[config.mk]
export PLATFORM = sky130hd
export DESIGN_NAME = cfi_violation_scheduler
export DESIGN_NICKNAME = d
export VERILOG_FILES = /design/src/rtl/cfi_ctrl_pkg.sv /design/src/rtl/cfi_viol_fifo.sv /design/src/rtl/cfi_violation_scheduler.sv
export SDC_FILE = /design/constraint.sdc
export NUM_CORES = 1
export LEC_CHECK = 0
export ABC_AREA = 1
export BUFFER_PORTS_ARGS = -buffer_cell sky130_fd_sc_hd__buf_2
export CAP_MARGIN = 20
export CORE_AREA = 2 2 257 195
export DETAILED_ROUTE_END_ITERATION = 16
export DIE_AREA = 0 0 259 197
export GPL_ROUTABILITY_DRIVEN = 0
export PLACE_DENSITY = 0.7
export SLEW_MARGIN = 20
export SYNTH_ARGS = -nofsm -noshare
export SYNTH_HDL_FRONTEND = slang
export SYNTH_HIERARCHICAL = 1
export SYNTH_SLANG_ARGS = --single-unit
[constraint.sdc]
create_clock -name clk_i -period 25.3 [get_ports clk_i]
set_input_delay 7.59 -clock clk_i [delete_from_list [all_inputs] [get_ports clk_i]]
set_output_delay 7.59 -clock clk_i [all_outputs]
set_load 0.02 [all_outputs]
[src/rtl/cfi_ctrl_pkg.sv]
// Shared types and defaults for the CFI violation scheduler.
package cfi_ctrl_pkg;

  localparam int unsigned CFI_NR_SRC_DEF     = 2;
  localparam int unsigned CFI_FIFO_DEPTH_DEF = 4;
  localparam int unsigned CFI_CNT_W_DEF      = 16;

  // Queue entries carry a fixed-width source field so the struct stays
  // independent of the source count (up to 256 checkers).
  localparam int unsigned CFI_SRC_MAX_W = 8;

  // RISC-V breakpoint exception code.
  localparam logic [63:0] CFI_CAUSE_BREAKPOINT = 64'd3;

  typedef struct packed {
    logic [CFI_SRC_MAX_W-1:0] src;
    logic [63:0]              tval;
  } cfi_viol_t;

  typedef enum logic [1:0] {
    IDLE    = 2'd0,
    PRESENT = 2'd1,
    HOLD    = 2'd2
  } sched_state_e;

endpackage

[src/rtl/cfi_viol_fifo.sv]
// Synchronous FIFO of violation records with flush and same-cycle push+pop.
module cfi_viol_fifo
  import cfi_ctrl_pkg::*;
#(
  parameter int unsigned DEPTH = CFI_FIFO_DEPTH_DEF
) (
  input  logic      clk_i,
  input  logic      rst_i,
  input  logic      flush_i,
  input  logic      push_i,
  input  cfi_viol_t data_i,
  input  logic      pop_i,
  output cfi_viol_t data_o,
  output logic      full_o,
  output logic      empty_o
);

  localparam int unsigned AW = $clog2(DEPTH);
  localparam logic [AW:0] FULL_CNT = DEPTH[AW:0];

  logic [AW-1:0] wr_q, wr_d, rd_q, rd_d;
  logic [AW:0]   cnt_q, cnt_d;
  logic          push_ok, pop_ok;
  cfi_viol_t     mem_q [DEPTH];

  assign full_o  = (cnt_q == FULL_CNT);
  assign empty_o = (cnt_q == '0);
  assign data_o  = mem_q[rd_q];

  // Pointer/occupancy update; a full FIFO still accepts a push when it pops.
  always_comb begin
    pop_ok  = pop_i && !empty_o;
    push_ok = push_i && (!full_o || pop_ok);
    wr_d    = wr_q;
    rd_d    = rd_q;
    cnt_d   = cnt_q;
    if (flush_i) begin
      wr_d  = '0;
      rd_d  = '0;
      cnt_d = '0;
    end else begin
      if (push_ok) wr_d = wr_q + 1'b1;
      if (pop_ok)  rd_d = rd_q + 1'b1;
      unique case ({push_ok, pop_ok})
        2'b10:   cnt_d = cnt_q + 1'b1;
        2'b01:   cnt_d = cnt_q - 1'b1;
        default: cnt_d = cnt_q;
      endcase
    end
  end

  // Pointer and occupancy registers.
  always_ff @(posedge clk_i or posedge rst_i) begin
    if (rst_i) begin
      wr_q  <= '0;
      rd_q  <= '0;
      cnt_q <= '0;
    end else begin
      wr_q  <= wr_d;
      rd_q  <= rd_d;
      cnt_q <= cnt_d;
    end
  end

  // Storage; contents are only visible through a non-empty head so no reset.
  always_ff @(posedge clk_i) begin
    if (push_ok && !flush_i) mem_q[wr_q] <= data_i;
  end

endmodule

[src/rtl/cfi_violation_scheduler.sv]
// Arbitrates CFI checker violations, queues them and presents one exception
// at a time to commit; keeps saturating per-source counters.
module cfi_violation_scheduler
  import cfi_ctrl_pkg::*;
#(
  parameter int unsigned NR_SRC     = CFI_NR_SRC_DEF,
  parameter int unsigned FIFO_DEPTH = CFI_FIFO_DEPTH_DEF,
  parameter int unsigned CNT_W      = CFI_CNT_W_DEF,
  parameter logic [63:0] CAUSE      = CFI_CAUSE_BREAKPOINT,
  localparam int unsigned SRC_W     = (NR_SRC > 1) ? $clog2(NR_SRC) : 1
) (
  input  logic                          clk_i,
  input  logic                          rst_i,
  input  logic                          flush_i,
  input  logic                          cfg_en_i,
  input  logic                          cfg_trap_i,
  input  logic [NR_SRC-1:0]             viol_valid_i,
  input  logic [NR_SRC-1:0][63:0]       viol_tval_i,
  output logic                          ex_valid_o,
  output logic [63:0]                   ex_cause_o,
  output logic [63:0]                   ex_tval_o,
  output logic [SRC_W-1:0]              ex_src_o,
  input  logic                          ex_ack_i,
  input  logic                          cnt_clr_i,
  output logic [NR_SRC-1:0][CNT_W-1:0]  cnt_o,
  output logic                          overflow_o
);

  localparam logic [SRC_W:0] NR_SRC_L = (SRC_W+1)'(NR_SRC);

  logic [NR_SRC-1:0]            acc, q_pulse, cand;
  logic [NR_SRC-1:0]            pend_q, pend_d;
  logic [NR_SRC-1:0][63:0]      pend_tval_q, pend_tval_d;
  logic [SRC_W-1:0]             ptr_q, ptr_d, win;
  logic [SRC_W:0]               rr_sum, nxt_sum;
  logic                         arb_found, grant;
  logic                         ovf_q, ovf_d;
  logic [NR_SRC-1:0][CNT_W-1:0] cnt_q, cnt_d;
  sched_state_e                 state_q, state_d;
  logic                         vld_q, vld_d;
  logic [63:0]                  tval_q, tval_d;
  logic [SRC_W-1:0]             src_q, src_d;
  logic                         fifo_full, fifo_empty, fifo_pop;
  cfi_viol_t                    push_data, head;
  logic                         head_src_unused;

  assign head_src_unused = ^head.src;

  // Candidate set and round-robin pick starting at the pointer.
  always_comb begin
    acc       = viol_valid_i & {NR_SRC{cfg_en_i}};
    q_pulse   = (cfg_trap_i && !flush_i) ? acc : '0;
    cand      = q_pulse | pend_q;
    win       = '0;
    arb_found = 1'b0;
    rr_sum    = '0;
    for (int k = 0; k < NR_SRC; k++) begin
      rr_sum = {1'b0, ptr_q} + (SRC_W+1)'(k);
      if (rr_sum >= NR_SRC_L) rr_sum = rr_sum - NR_SRC_L;
      if (!arb_found && cand[rr_sum[SRC_W-1:0]]) begin
        arb_found = 1'b1;
        win       = rr_sum[SRC_W-1:0];
      end
    end
    // A head popped this cycle frees a slot for the winner.
    grant = arb_found && !flush_i && (!fifo_full || fifo_pop);
    // An already-pending source keeps its original PC; the new pulse is dropped.
    push_data.src  = CFI_SRC_MAX_W'(win);
    push_data.tval = pend_q[win] ? pend_tval_q[win] : viol_tval_i[win];
  end

  // Pending flags, overflow flag and round-robin pointer update.
  always_comb begin
    pend_d      = pend_q;
    pend_tval_d = pend_tval_q;
    ovf_d       = ovf_q;
    ptr_d       = ptr_q;
    nxt_sum     = {1'b0, win} + 1'b1;
    if (nxt_sum >= NR_SRC_L) nxt_sum = '0;
    if (flush_i) begin
      pend_d = '0;
    end else begin
      for (int i = 0; i < NR_SRC; i++) begin
        if (q_pulse[i] && pend_q[i]) ovf_d = 1'b1;
        if (grant && (win == SRC_W'(i))) begin
          pend_d[i] = 1'b0;
        end else if (cand[i]) begin
          pend_d[i] = 1'b1;
          if (!pend_q[i]) pend_tval_d[i] = viol_tval_i[i];
        end
      end
    end
    if (grant) ptr_d = nxt_sum[SRC_W-1:0];
  end

  // Saturating counters; clear beats a same-cycle increment.
  always_comb begin
    for (int i = 0; i < NR_SRC; i++) begin
      cnt_d[i] = cnt_q[i];
      if (cnt_clr_i)                       cnt_d[i] = '0;
      else if (acc[i] && (cnt_q[i] != '1)) cnt_d[i] = cnt_q[i] + 1'b1;
    end
  end

  // Arbiter, pending and counter state.
  always_ff @(posedge clk_i or posedge rst_i) begin
    if (rst_i) begin
      pend_q      <= '0;
      pend_tval_q <= '0;
      ovf_q       <= 1'b0;
      ptr_q       <= '0;
      cnt_q       <= '0;
    end else begin
      pend_q      <= pend_d;
      pend_tval_q <= pend_tval_d;
      ovf_q       <= ovf_d;
      ptr_q       <= ptr_d;
      cnt_q       <= cnt_d;
    end
  end

  cfi_viol_fifo #(
    .DEPTH (FIFO_DEPTH)
  ) u_fifo (
    .clk_i   (clk_i),
    .rst_i   (rst_i),
    .flush_i (flush_i),
    .push_i  (grant),
    .data_i  (push_data),
    .pop_i   (fifo_pop),
    .data_o  (head),
    .full_o  (fifo_full),
    .empty_o (fifo_empty)
  );

  // Presentation FSM state register.
  always_ff @(posedge clk_i or posedge rst_i) begin
    if (rst_i) state_q <= IDLE;
    else       state_q <= state_d;
  end

  // Next state: flush overrides everything, including a same-cycle ack.
  always_comb begin
    state_d = state_q;
    if (flush_i) begin
      state_d = IDLE;
    end else begin
      unique case (state_q)
        IDLE:    if (!fifo_empty) state_d = PRESENT;
        PRESENT: if (ex_ack_i)    state_d = HOLD;
        HOLD:                     state_d = IDLE;
        default:                  state_d = IDLE;
      endcase
    end
  end

  // Outputs: pop the head in IDLE and hold it stable while presented.
  always_comb begin
    fifo_pop = (state_q == IDLE) && !fifo_empty && !flush_i;
    vld_d    = (state_d == PRESENT);
    tval_d   = tval_q;
    src_d    = src_q;
    if (flush_i) begin
      tval_d = '0;
      src_d  = '0;
    end else if (fifo_pop) begin
      tval_d = head.tval;
      src_d  = head.src[SRC_W-1:0];
    end
  end

  // Registered exception outputs.
  always_ff @(posedge clk_i or posedge rst_i) begin
    if (rst_i) begin
      vld_q  <= 1'b0;
      tval_q <= '0;
      src_q  <= '0;
    end else begin
      vld_q  <= vld_d;
      tval_q <= tval_d;
      src_q  <= src_d;
    end
  end

  assign ex_valid_o = vld_q;
  assign ex_cause_o = vld_q ? CAUSE : '0;
  assign ex_tval_o  = tval_q;
  assign ex_src_o   = src_q;
  assign cnt_o      = cnt_q;
  assign overflow_o = ovf_q;

endmodule

==> results of run 1 <==
[state kept, by name (all words and copies together), names as in the netlist, 2 cells and up]
name	count
cnt_o	32
ex_tval_o	64
pend_q	2
pend_tval_q	128
state_q	2
u_fifo/cnt_q	3
u_fifo/mem_q	260
u_fifo/rd_q	2
u_fifo/wr_q	2
[area by class of cell]
class                   count  area, um^2  share of cell area
multi-input cells        1848        7980               0.309
clock buffers              65        1380              0.0534
diodes                      4        10.0            0.000388
clock inverters            27         298              0.0115
flip-flops and latches    499       13800               0.534
inverters                  58         230             0.00892
well taps                 648         811              0.0314
repair buffers            255        1320              0.0512
[metal layers]
layer  up-vias  GRT usage  wire, um
met1      8778      0.335     26500
li1       8585          -         -
met5         -          0         0
met4         0     0.0717      1510
met2       735      0.374     28100
met3       108     0.0486      4810
[power by group]
group          internal (W)  switching (W)
Sequential         0.000970      0.0000748
Combinational      0.000137       0.000351
Clock              0.000446       0.000313
Total               0.00155       0.000739
[metrics by stage]
stage | total power (W) | cells
floorplan | 0.00139 | 2624
global placement | 0.00153 | 3308
detailed placement | 0.00155 | 3308
CTS | 0.00231 | 3400
global route | 0.00241 | 3403
finish | 0.00229 | 3404
[worst max path at each step]
stage,cells past startpoint,start,slack [ps],to
detailed placement,8,flush_i,13650,u_fifo/mem_q[1][33]
CTS,8,flush_i,14220,u_fifo/mem_q[2][32]
finish,8,flush_i,14140,u_fifo/mem_q[1][37]
global placement,8,flush_i,13700,u_fifo/mem_q[1][33]
global route,8,flush_i,13870,u_fifo/mem_q[1][31]
floorplan,1,rst_i,11350,cnt_o[0]
[worst reg2reg max path: stages (launching register included)]
cell and delay [ps]:
sky130_fd_sc_hd__dfrtp_1 420, sky130_fd_sc_hd__inv_1 70, sky130_fd_sc_hd__nand2_1 120, sky130_fd_sc_hd__inv_1 60, sky130_fd_sc_hd__inv_1 100, sky130_fd_sc_hd__nand3_1 170, sky130_fd_sc_hd__nand2_1 270, sky130_fd_sc_hd__a21boi_0 720
sky130_fd_sc_hd__nand3_2 380, sky130_fd_sc_hd__nor2_4 920, sky130_fd_sc_hd__buf_4 620
==> summary.md, run 1 <==
| Metric | Value |
|---|---|
| Most frequent standard cell in the layout excluding fill and tap cells | sky130_fd_sc_hd__nand2_1 |
| Buffer type at the clock tree root | sky130_fd_sc_hd__clkbuf_16 |
| Source-to-sink clock delay at the later pin of the worst-skew pair | 590 ps |
| Critical path arrival | between 10,000 and 15,000 ps |
| Cell repeated most along the worst path | sky130_fd_sc_hd__buf_4 |
| Clock transition at path regs | approximately 60 ps |
| Number of iterations in the first detailed-routing pass | 6 |
| Unrepaired setup endpoints after global routing | no |
| Final-stage net count | approximately 2,900 |
| Yosys warning total | 6 |
| Total track usage | 0.238 |
| Category of the worst setup path launch point | primary input |
| Leakage power summed over all cells | about 12 nW |
| Power density of the placed cells | about 89 nW/um^2 |
| Number of cells traversed by the worst register-to-register path | 10 |
| End of the worst hold path | pend_tval_q[94] |
| Time the final worst path needs with I/O delays and setup | around 11,000 ps |
| Worst Hold Margin | around 470 ps |
| Max-Slew Margin vs Limit | 0.267 |
| Status | finished clean |
| Clock tree buffer depth | 3 |
| Internal reg-to-reg setup slack | between 20,000 and 25,000 ps |
| Total via count in the routed design | about 18,000 |
| Die Outline Area | roughly 51,000 um^2 |
| Clock skew after layout | ~31 ps |
| Core Area | around 48,000 um^2 |
| Max-Cap Viols | 0 |
| Clock tree from TritonCTS | built |
| Worst-path cell with the longest stage delay | sky130_fd_sc_hd__nor2_4 |
| Element type at the critical path end | flip-flop |
| Hold-fix buffers at CTS | 0 |
| Quantity of gates resized following cts | 0 |
| Critical register-to-register path startpoint | u_fifo/cnt_q[2] |
| Number of setup buffers added after CTS | 0 |
| Count of unresolved DRC violations after routing | 0 |
| Final hold vios | 0 |
| Area delta synth->final | 12.1% |
| I/O Buffers | 237 |
| Maximum vdd ir drop | ~0.055 mV |
| Average routed wire per standard cell | 17.9 um |
| Cell count after synthesis | 2,563 |
| Longest individual stage delay on the worst path | a little over 900 ps |
| Hold/Removal Path Class | flip-flop to flip-flop |
| Placement row count | 70 |
| Sequence of cells on the critical path | buf_2 -> inv_2 -> buf_4 -> nand2_1 -> a21boi_0 -> nand3_2 -> nor2_4 -> buf_4 |
| Wire length of the first global-routing pass | roughly 96 mm |
| Post-Place Setup Slack | roughly 14,000 ps |
| Number of fillers in the final layout | between 4,000 and 5,000 |
| Final number of max-transition violations | 0 |
| Finish-stage setup viols | 0 |
| Max FO, Critical Path | 68 |
| Synth Area per Inst | 8.99 um^2 |
| Kind of critical path | primary input to flip-flop |
| Capturing point of the worst reg2reg path | u_fifo/mem_q[1][37] |
| FMAX | 89.6 MHz |
| Die height | between 150 and 200 um |
| Post-Layout Inst Area | 25,800 um^2 |
| Count of clock tree sinks | ~500 |
| Antenna Nets Post-Route | 0 |
| Detail Placement HPWL | ~36 mm |
| Number of antenna violations at the first check in global routing | 4 |
| DR iter-0 viols | 1,630 |
| Top Ports | 300 |
| Maximum level of the CTS H-tree | 2 |
| Final worst slack | 14,140 ps |
| Worst EP required | 25,500 ps |
| Highest-count cells in the layout ignoring fill and taps | 1,094 x sky130_fd_sc_hd__nand2_1, 260 x sky130_fd_sc_hd__edfxtp_1, 237 x sky130_fd_sc_hd__dfrtp_1, 237 x sky130_fd_sc_hd__buf_2, 224 x sky130_fd_sc_hd__nand3_1 |
| Chip Width | ~260 um |
| Post-synth design cell area | 23,000 um^2 |
| Core utilization of the finished layout | 0.533 |
| Period utilization | 0.441 |
| Slew at the pin closest to its max-slew limit | between 1000 and 1500 ps |
| Vias in the first global route | 17,465 |
| Placed Area | ~24,000 um^2 |
| Worst path buffer plus inverter count | 4 |
| Number of cells traversed by the worst hold path | 2 |
| Initial Utilization | 0.476 |
| Proportion of layout cells with a drive suffix above 1 | 0.133 |
| Average vias per placed instance | between 5 and 6 |
| Pin count of the biggest net entering global routing | 132 |
| TNS Setup | 0 ps |
| Hold path startpoint | pend_tval_q[94] |
| Aggregate global routing overflow | 0 |
| Number of buffers created by CTS | 50 |
| Top cell family by delay on the critical path | simple AND/OR/NAND/NOR gates |
| Routed wire length | roughly 60 mm |
(Power assumes the default switching activity.)
==> run 2, diff against run 1 <==
- clock period: 25.3 -> 11 ns (I/O delays scaled with it)
==> summary.md, run 2 (same netlist as run 1, synthesis figures left out) <==
| Metric | Value |
|---|---|
| Element type at the critical path end | flip-flop (unchanged) |
| Quantity of gates resized following cts | 0 (unchanged) |
| Area delta synth->final | 12.1% (about the same) |
| Unrepaired setup endpoints after global routing | no (unchanged) |
| Time the final worst path needs with I/O delays and setup | 6900 ps |
| Post-Place Setup Slack | 3590 ps (was 13,650 ps) |
| Number of buffers created by CTS | 49 (was 50) |
| Category of the worst setup path launch point | primary input (unchanged) |
| Final-stage net count | 2,856 (unchanged) |
| Slew at the pin closest to its max-slew limit | 1130 ps (was 1100 ps) |
| Maximum level of the CTS H-tree | 2 (unchanged) |
| Aggregate global routing overflow | 0 (unchanged) |
| Buffer type at the clock tree root | sky130_fd_sc_hd__clkbuf_16 (unchanged) |
| Kind of critical path | primary input to flip-flop (unchanged) |
| Crit path to | u_fifo/mem_q[3][13] (was u_fifo/mem_q[1][37]) |
| Top Ports | 300 (unchanged) |
| Clock tree from TritonCTS | built (unchanged) |
| Power density of the placed cells | 204 nW/um^2 (was 88.7 nW/um^2) |
| Die height | 197 um (unchanged) |
| Top cell family by delay on the critical path | buffers and inverters (was simple AND/OR/NAND/NOR gates) |
| FF+latch area | 13,800 um^2 (unchanged) |
| Clock skew after layout | 16.0 ps (was 31.3 ps) |
| Final hold vios | 0 (unchanged) |
| TNS Setup | 0 ps (unchanged) |
| Maximum vdd ir drop | 0.130 mV (was 0.0550 mV) |
| Start point of the critical path | flush_i (unchanged) |
| Levels on crit path | 9 (was 8) |
| Finish-stage setup viols | 0 (unchanged) |
| Core Area | 48,400 um^2 (unchanged) |
| Critical path arrival | 7090 ps (was 11,360 ps) |
| I/O Buffers | 237 (unchanged) |
| Critical register-to-register path startpoint | pend_q[1] (was u_fifo/cnt_q[2]) |
| Number of antenna violations at the first check in global routing | 1 (was 4) |
| NetSw | 0.00169 W (was 0.000739 W) |
| Placement row count | 70 (unchanged) |
| Final worst slack | 4100 ps (was 14,140 ps) |
| Total track usage | 0.237 (was 0.238) |
| Total via count in the routed design | 18,050 (was 18,206) |
| Initial Utilization | 0.476 (unchanged) |
| Hold/Removal Path Class | flip-flop to flip-flop (unchanged) |
| Hold-fix buffers at CTS | 0 (unchanged) |
| Int Pwr | 0.00358 W (was 0.00155 W) |
| Period utilization | 0.627 |
| Detail Placement HPWL | 35.7 mm (was 35.9 mm) |
| Internal reg-to-reg setup slack | 7050 ps (was 21,040 ps) |
| Antenna Nets Post-Route | 0 (unchanged) |
| Most frequent standard cell in the layout excluding fill and tap cells | sky130_fd_sc_hd__nand2_1 (unchanged) |
| Cell repeated most along the worst path | sky130_fd_sc_hd__buf_4 (unchanged) |
| Count of clock tree sinks | 499 (unchanged) |
| Worst EP required | 11,190 ps (was 25,500 ps) |
| Final number of max-transition violations | 0 (unchanged) |
| Fraction of power consumed by sequential logic | 0.455 (was 0.456) |
| Proportion of layout cells with a drive suffix above 1 | 0.133 (about the same) |
| Count of unresolved DRC violations after routing | 0 (unchanged) |
| Switching Share | 0.321 (was 0.323) |
| Status | finished clean (unchanged) |
| Multi-input combinational cell area | 7980 um^2 (unchanged) |
| Proportion of power drawn by combinational gates | 0.214 (was 0.213) |
| Worst-path cell with the longest stage delay | sky130_fd_sc_hd__buf_4 (was sky130_fd_sc_hd__nor2_4) |
| Worst Hold Margin | 471 ps (was 469 ps) |
| Wire length of the first global-routing pass | 95.2 mm (was 95.8 mm) |
| Number of fillers in the final layout | 4,283 (was 4,298) |
| Max-Slew Margin vs Limit | 0.244 (was 0.267) |
| Leakage power summed over all cells | 12.3 nW (about the same) |
| Largest register by flop count | u_fifo/mem_q (unchanged) |
| Number of cells traversed by the worst register-to-register path | 9 (was 10) |
| Number of iterations in the first detailed-routing pass | 6 (unchanged) |
| Longest individual stage delay on the worst path | 760 ps (was 920 ps) |
| Chip Width | 259 um (unchanged) |
| Max FO, Critical Path | 65 (was 68) |
| Average routed wire per standard cell | 18.0 um (was 17.9 um) |
| Clock tree buffer depth | 3 (unchanged) |
| DR iter-0 viols | 1,950 (was 1,630) |
| Worst path buffer plus inverter count | 4 (unchanged) |
| Sequence of cells on the critical path | buf_2 -> inv_2 -> buf_4 -> nand3_1 -> nand2_1 -> a21boi_0 -> nand3_2 -> nor2_4 -> buf_4 (was buf_2 -> inv_2 -> buf_4 -> nand2_1 -> a21boi_0 -> nand3_2 -> nor2_4 -> buf_4) |
| Highest-count cells in the layout ignoring fill and taps | 1,094 x sky130_fd_sc_hd__nand2_1, 260 x sky130_fd_sc_hd__edfxtp_1, 237 x sky130_fd_sc_hd__dfrtp_1, 237 x sky130_fd_sc_hd__buf_2, 224 x sky130_fd_sc_hd__nand3_1 (unchanged) |
| Source-to-sink clock delay at the later pin of the worst-skew pair | 580 ps (was 590 ps) |
| FMAX | approximately 140 MHz |
| Average vias per placed instance | 5.31 (was 5.35) |
| Flip-flop count of the largest register, all copies and words added | 260 (unchanged) |
| Vias in the first global route | 16,794 (was 17,465) |
| Die Outline Area | 51,000 um^2 (unchanged) |
| Clock transition at path regs | 60 ps (about the same) |
| Pin count of the biggest net entering global routing | 132 (unchanged) |
| Number of setup buffers added after CTS | 0 (unchanged) |
| Max-Cap Viols | 0 (unchanged) |
| Clock network fraction of design power | 0.331 (about the same) |
| Routed wire length | 61.1 mm (was 61.0 mm) |
| Capturing point of the worst reg2reg path | u_fifo/mem_q[0][40] (was u_fifo/mem_q[1][37]) |
==> run 2: cell types whose count changed in the layout (fill, tap and decap cells not counted) <==
cell                         change
sky130_fd_sc_hd__diode_2         -3
sky130_fd_sc_hd__clkinv_2        +2
sky130_fd_sc_hd__clkinvlp_4      -2
sky130_fd_sc_hd__buf_16          +1
sky130_fd_sc_hd__clkbuf_1        +1
sky130_fd_sc_hd__clkbuf_8        +1
sky130_fd_sc_hd__clkinv_1        -1
sky130_fd_sc_hd__clkinv_4        -1
==> run 2: power groups by stage <==
stage | Sequential (W) | Clock [W] | Combinational (W)
4_1_cts | 0.00240 | 0.00177 | 0.00113
5_1_grt | 0.00242 | 0.00185 | 0.00126
3_3_place_gp | 0.00242 | 0 | 0.00110
3_5_place_dp | 0.00243 | 0 | 0.00113
6_report | 0.00240 | 0.00175 | 0.00113
2_1_floorplan | 0.00250 | 0 | 0.000686
==> run 2: worst min path at each step <==
| stage | startpoint | to | slack (ps) | cells past startpoint |
|---|---|---|---|---|
| final | pend_tval_q[84] | pend_tval_q[84] | 470 | 2 |
| after global routing | pend_tval_q[64] | pend_tval_q[64] | 490 | 2 |
| after CTS | pend_tval_q[84] | pend_tval_q[84] | 470 | 2 |
| after detailed placement | pend_tval_q[84] | pend_tval_q[84] | 460 | 2 |
| after global placement | pend_tval_q[79] | pend_tval_q[79] | 450 | 2 |
| after floorplan | pend_tval_q[0] | pend_tval_q[0] | 440 | 2 |
==> run 2: cell type report <==
cell class / count / area share
clock inverters: 25 / 0.0108
repair buffers: 256 / 0.0522
flip-flops and latches: 499 / 0.534
multi-input cells: 1848 / 0.309
clock buffers: 67 / 0.0540
inverters: 58 / 0.00891
well taps: 648 / 0.0314
diodes: 1 / 0.0000969
==> run 2: worst register-to-register path, cell delays in order (launching register included) <==
cell and delay, ps:
sky130_fd_sc_hd__dfrtp_1 470, sky130_fd_sc_hd__inv_1 180, sky130_fd_sc_hd__nand2_1 140, sky130_fd_sc_hd__nand2_4 600, sky130_fd_sc_hd__buf_4 790, sky130_fd_sc_hd__nand2_1 240
sky130_fd_sc_hd__o21ai_4 450, sky130_fd_sc_hd__buf_4 580, sky130_fd_sc_hd__nand2_1 140, sky130_fd_sc_hd__nand2_1 190
==> run 2: layer usage <==
layer  up-vias  part of all wire  track usage
li1       8594                 -            -
met1      8657              0.44        0.343
met2       715              0.47        0.370
met3        84             0.078       0.0408
met4         0             0.020       0.0649
met5         -                 0            0
==> run 2: stage by stage <==
step	total power [W]	utilization	instances	area [um^2]
2_1_floorplan	0.00319	-	2624	23300
3_3_place_gp	0.00352	0.498	3308	24100
3_5_place_dp	0.00356	0.498	3308	24100
4_1_cts	0.00530	0.533	3400	25800
5_1_grt	0.00553	0.533	3402	25800
6_report	0.00527	0.533	3402	25800
